[src/rtl/arb_requester.sv]
// arb_requester: client-side request/grant agent for the four-way bus arbiter.
// Define ARB_TIMEOUT_EN to abort a request that waits more than TIMEOUT cycles for gnt.
module arb_requester #(
  parameter int BURST_W    = 4,
  parameter int GAP_CYCLES = 1,
  parameter int TIMEOUT    = 15
) (
  input  logic               clk,
  input  logic               rst,
  input  logic               start,
  input  logic [BURST_W-1:0] burst_len,
  input  logic               gnt,
  output logic               req,
  output logic               busy,
  output logic               own,
  output logic [BURST_W-1:0] beat,
  output logic               done,
  output logic               abort
);
  typedef enum logic [1:0] {IDLE, REQ, OWN, GAP} state_t;
  // GAP always lasts at least one cycle, even when GAP_CYCLES is 0
  localparam int GAP_LAST = (GAP_CYCLES > 0) ? GAP_CYCLES - 1 : 0;
  state_t             r_state, w_state;
  logic               r_req, w_req, r_busy, w_busy, r_own, w_own, r_done, w_done;
  logic [BURST_W-1:0] r_beat, w_beat, r_len, w_len;
  logic [1:0]         r_gap, w_gap;
  logic               w_abort;
`ifdef ARB_TIMEOUT_EN
  localparam int TW = (TIMEOUT > 1) ? $clog2(TIMEOUT + 1) : 1;
  logic [TW-1:0] r_wait, w_wait;
  logic          r_abort;
  always_ff @(posedge clk or posedge rst)
    if (rst) begin
      r_wait  <= '0;
      r_abort <= 1'b0;
    end else begin
      r_wait  <= w_wait;
      r_abort <= w_abort;
    end
  assign abort = r_abort;
`else
  assign abort = 1'b0;
`endif
  always_ff @(posedge clk or posedge rst)
    if (rst) begin
      r_state <= IDLE;
      r_req   <= 1'b0;
      r_busy  <= 1'b0;
      r_own   <= 1'b0;
      r_done  <= 1'b0;
      r_beat  <= '0;
      r_len   <= '0;
      r_gap   <= '0;
    end else begin
      r_state <= w_state;
      r_req   <= w_req;
      r_busy  <= w_busy;
      r_own   <= w_own;
      r_done  <= w_done;
      r_beat  <= w_beat;
      r_len   <= w_len;
      r_gap   <= w_gap;
    end
  always_comb begin
    w_state = r_state;
    w_req   = r_req;
    w_busy  = r_busy;
    w_own   = r_own;
    w_done  = 1'b0;
    w_abort = 1'b0;
    w_beat  = r_beat;
    w_len   = r_len;
    w_gap   = r_gap;
`ifdef ARB_TIMEOUT_EN
    w_wait  = r_wait;
`endif
    case (r_state)
      IDLE:
        if (start) begin
          w_state = REQ;
          w_req   = 1'b1;
          w_busy  = 1'b1;
          w_len   = burst_len;
`ifdef ARB_TIMEOUT_EN
          w_wait  = '0;
`endif
        end
      REQ:
        if (gnt) begin
          w_state = OWN;
          w_own   = 1'b1;
          w_beat  = '0;
        end
`ifdef ARB_TIMEOUT_EN
        else if (r_wait == TW'(TIMEOUT - 1)) begin
          w_state = GAP;
          w_req   = 1'b0;
          w_abort = 1'b1;
          w_gap   = '0;
        end else
          w_wait = r_wait + 1'b1;
`endif
      OWN:
        // a lost grant ends the burst at once and suppresses done
        if (!gnt || r_beat == r_len) begin
          w_state = GAP;
          w_req   = 1'b0;
          w_own   = 1'b0;
          w_beat  = '0;
          w_done  = gnt;
          w_gap   = '0;
        end else
          w_beat = r_beat + 1'b1;
      GAP:
        if (r_gap == 2'(GAP_LAST)) begin
          w_state = IDLE;
          w_busy  = 1'b0;
        end else
          w_gap = r_gap + 1'b1;
      default: w_state = IDLE;
    endcase
  end
  assign req  = r_req;
  assign busy = r_busy;
  assign own  = r_own;
  assign beat = r_beat;
  assign done = r_done;
endmodule

[config.mk]
export PLATFORM = sky130hd
export DESIGN_NAME = arb_requester
export DESIGN_NICKNAME = d
export VERILOG_FILES = /design/src/rtl/arb_requester.sv
export SDC_FILE = /design/constraint.sdc
export NUM_CORES = 1
export LEC_CHECK = 0
export ABC_AREA = 1
export CAP_MARGIN = 20
export CORE_MARGIN = 4
export CORE_UTILIZATION = 45
export DETAILED_ROUTE_END_ITERATION = 16
export PLACE_DENSITY = 0.7
export SLEW_MARGIN = 20
export SYNTH_ARGS = -nofsm -noshare
export SYNTH_HDL_FRONTEND = slang
export SYNTH_SLANG_ARGS = --single-unit
[constraint.sdc]
create_clock -name clk -period 1.75 [get_ports clk]
set_input_delay 0.175 -clock clk [delete_from_list [all_inputs] [get_ports clk]]
set_output_delay 0.175 -clock clk [all_outputs]
set_load 0.005 [all_outputs]
After elaboration in Yosys (flattened, before gate mapping). Index checks and enable logic that the tools add are counted.

Logic and storage cells: 54. Output and inout port bits: 9. Input bits: 8. Flip-flop bits (word level): 16.

Eq/ne operators: 9. Add/sub/neg operators: 2. Multiplexer cells: 20. Reduce and logical (&&, ||, !) cells: 15.

Operator list (count): $mux W2 (6); $reduce_and A3 Y1 (4); $ne A2 B2 Y1 const B (5); $mux W4 (2); $pmux W2 S4 (1); $pmux W4 S2 (1); $reduce_bool A2 Y1 (4); $mux W1 (6); $pmux W1 S2 (3); $add A4 B1 Y4 const B (1); $eq A2 B2 Y1 const B (2); $eq A4 B4 Y1 (1); $logic_not A2 Y1 (2); $pmux W2 S2 (1); $reduce_and A2 Y1 (2); $reduce_and A4 Y1 (1); $add A2 B1 Y2 const B (1); $eq A2 B1 Y1 const B (1); $logic_not A1 Y1 (1); $logic_or A1 B1 Y1 (1).

Longest topological paths before layout.
Word-level depth: 4. Mapped depth: 9. Gate-level depth less buffers: 9.

Worst setup path after synthesis. Ideal clock, no wire load.

Kind: register to register. Start: reg r_state[0]. End: reg r_beat[2], in the netlist beat[2]. Stages on the path, launching flop included: 8. Library setup time: 119 ps. Period minus slack after synthesis: 1376 ps. Buffers on the path: 0. Required time: 1631 ps. Data arrival time: 1257 ps. Setup slack: 374 ps. Cells stage by stage: dfrtp_1 -> inv_1 -> ha_1 -> nor2_1 -> nor2_4 -> nand2_2 -> xor2_1 -> and2_1.

Longest elaborated chain between the ends: 3. Elaborated cells on any way between the ends: 6. Classes of those cells: eq/ne: 3; mux: 1; reduce/logical: 2.

Ends and longest elaborated chain: start: declaration (RTL line 23) `state_t r_state, w_state;`; start signal: assignment (RTL line 55) `r_state <= w_state;`; $eq A2 B1 Y1 or $eq A2 B2 Y1 (tied branches) (RTL line 77) `case (r_state)`; $ne A2 B2 Y1 (no source line) or $reduce_bool A2 Y1 (tied branches); $reduce_and A2 Y1 (no source line); end signal: assignment (RTL line 60) `r_beat <= w_beat;`; end: declaration (RTL line 25) `logic [BURST_W-1:0] r_beat, w_beat, r_len, w_len;`.

Several ways; a longest one is shown, not always the timed one. A chain may end at the register's enable or synchronous reset.

Final worst setup path. Ends and elaborated chain as after synthesis.

==> impl_metrics.ini <==
[outcome]
status = complete, no violations

[power]
report.power.total_mw = 1.73
power_density_nw_per_um2 = 1500
leakage_nw = 0.599
vdd_drop_max_mv = 0.855

[critical_path]
reg2reg_depth = 7
worstSetupStartpointType = flop
cp-end-kind = flop
crit_arrival_ps = 1690
cp_max_fo = 8
rrSetupSlack_ps = 230
crit_required_ps = 1920
timing.rr.start = r_state[0]$_DFFE_PP0P_
path_class = flop to flop
critPathLaunch = r_state[0]$_DFFE_PP0P_
r2r_end = beat[2]$_DFFE_PP0P_

[clock_network]
clk_latency_ps = 280
cts_hold_buf = 0
cts-resized-gates = 0
cts.sinks = 16
cts_made_buffers = 3
clkSlewWorstSetupHoldPaths_ps = 90
cts-root-buf = clkbuf_4
tritoncts = built
cts_buffer_depth = 2
htree_levels = 1
postCtsSetupBuffers = 0

[yosys]
yosys.area.top_type = dfrtp_1
postSynthCellCount = 119
synth_nets = 134
ys_seq_elements = 16
synth_warnings = 0
ys_seq_area_frac = 0.419
synth_top_area_frac = 0.419
synth_area_um2 = 956
postSynthAreaPerCell_um2 = 8.03
synth_area_leaders = dfrtp_1, nand2_1, ha_1
yosys.cell_types.count = 25

[floorplan]
io_pins = 17
fp.dieH_um = 54.1
start_util = 0.482
die_x_um = 54.1
placementRows = 16
die_area_um2 = 2930
core_um2 = 1980

[sta]
slew_headroom = 0.595
setup_viol_count_final = 0
tightest_slew_ps = 607
min_period_ps = 1520
drv_slew = 0
hold_viol = 0
clock.fmax_mhz = 658
timing.final.crit_share = 0.868
tns_ps = 0
fin_skew_ps = 3.58
rsz0062_at_grt = no
holdWs_ps = 261

[layout]
nNetsFinal = 153
syn_to_final_growth_pct = 20.8
num_antenna_cells = 0
drive_gt1_frac = 0.125
n_fill_cell = 172
stdcell_count = 163
stdcell_area_um2 = 1150

[placed_design]
dpl.hpwl_um = 1410
placed_cells = 160
gp_congestion = 0.766
post_dp_cell_area_um2 = 1130
port_buffers = 15

[global_route]
use_met1 = 0.186
grt_max_degree = 17
grt_overflow = 0
grt_use_total = 0.152
grt_pass1_wl_um = 3140
gr-usage-met3 = 0.0277
busiest_layer = met2
met2_usage = 0.250
antenna_found_initial = 0
grt_pass1_vias = 771

[hold_path]
hold_path.class = input pin to asynchronous set/reset pin

[detailed_routing]
routed_via_density = 4.55
drt-initial-drc-count = 6
dr.pass1.iters = 4
drc = 0
dr_total_vias = 742
antenna_left = 0
routed_wl_um = 1770
wl_per_cell_um = 10.8

[run]
maxCapViolations = 0
==> area by class of cell <==
class / instances / area (um^2) / share of cell area
timing repair buffer: 15 / 150 / 0.130
multi-input combinational: 82 / 473 / 0.410
clock buffer: 3 / 22.5 / 0.0195
inverter: 20 / 75.1 / 0.0650
sequential: 16 / 400 / 0.347
tap: 27 / 33.8 / 0.0293
==> where the power goes <==
part / internal, mW / switching [mW] / total (mW)
registers: 0.508 / 0.0960 / 0.605
clock network: 0.0797 / 0.107 / 0.187
logic: 0.394 / 0.542 / 0.936
==> through the flow <==
| step | util | worst slack, ps |
|---|---|---|
| 2_1_floorplan | - | 374 |
| 3_3_place_gp | 0.571 | 302 |
| 3_5_place_dp | 0.571 | 244 |
| 4_1_cts | 0.583 | 227 |
| 5_1_grt | 0.583 | 74.0 |
| 6_report | 0.583 | 230 |
==> synthesized netlist by cell type <==
library cell	n
inv_2	3
ha_1	7
mux2i_1	1
conb_1	1
and2_1	1
o21ai_1	1
nand2_4	1
nor2_1	10
a31oi_1	1
inv_1	17
buf_4	1
nor2_4	3
nand2_2	4
or2_1	1
or2_2	1
nand3_1	6
nand2_8	1
xor2_1	1
dfrtp_1	16
a21oi_1	6
o21ai_0	3
nor3_1	1
nand2_1	30
nor2_2	1
or2_0	1
==> flip-flops by register name, summed over array words and instances (netlist names) <==
| register | flops |
|---|---|
| own | 1 |
| busy | 1 |
| beat | 4 |
| done | 1 |
| r_state | 2 |
| req | 1 |
| r_gap | 2 |
| r_len | 4 |
==> cell usage in the layout (no fill, tap or decap), types with 3 or more instances in the layout <==
cell type        instances
a21oi_1                  6
clkbuf_4                 3
clkdlybuf4s50_1         15
dfrtp_1                 16
ha_1                     7
inv_1                   17
inv_2                    3
nand2_1                 30
nand2_2                  4
nand3_1                  6
nor2_1                  10
nor2_4                   3
o21ai_0                  3
==> worst max-delay path, cell delays in order (launching register included) <==
cell and delay, ps:
dfrtp_1 420, inv_1 120, ha_1 220, nor2_1 90, nor2_4 200, nand2_2 80, xor2_1 150, and2_1 150
==> routing by layer <==
layer / vias to the layer above / wire (um)
li1: 393 / -
met1: 335 / 814
met2: 12 / 846
met3: 2 / 93
met4: 0 / 13
met5: - / 0
==> kinds of logic after synthesis <==
family	count (synthesis)	share of synthesized area
XOR/XNOR	1	0.00916
AO/OA/AOI/OAI	11	0.0589
buffers and inverters	21	0.0864
AND/OR/NAND/NOR	61	0.321
multiplexers	1	0.0105
flip-flops	16	0.419
adder cells (fa/ha/maj)	7	0.0916
other	1	0.00392
==> worst max path at each step <==
stage                                        end  slack, ps  depth (start not counted)
after global placement    r_state[0]$_DFFE_PP0P_        300                          8
after floorplan              beat[2]$_DFFE_PP0P_        370                          7
after CTS                    beat[2]$_DFFE_PP0P_        230                          7
after global routing      r_state[0]$_DFFE_PP0P_         70                          9
final                        beat[2]$_DFFE_PP0P_        230                          7
after detailed placement     beat[2]$_DFFE_PP0P_        240                          7
(Power assumes the default switching activity.)
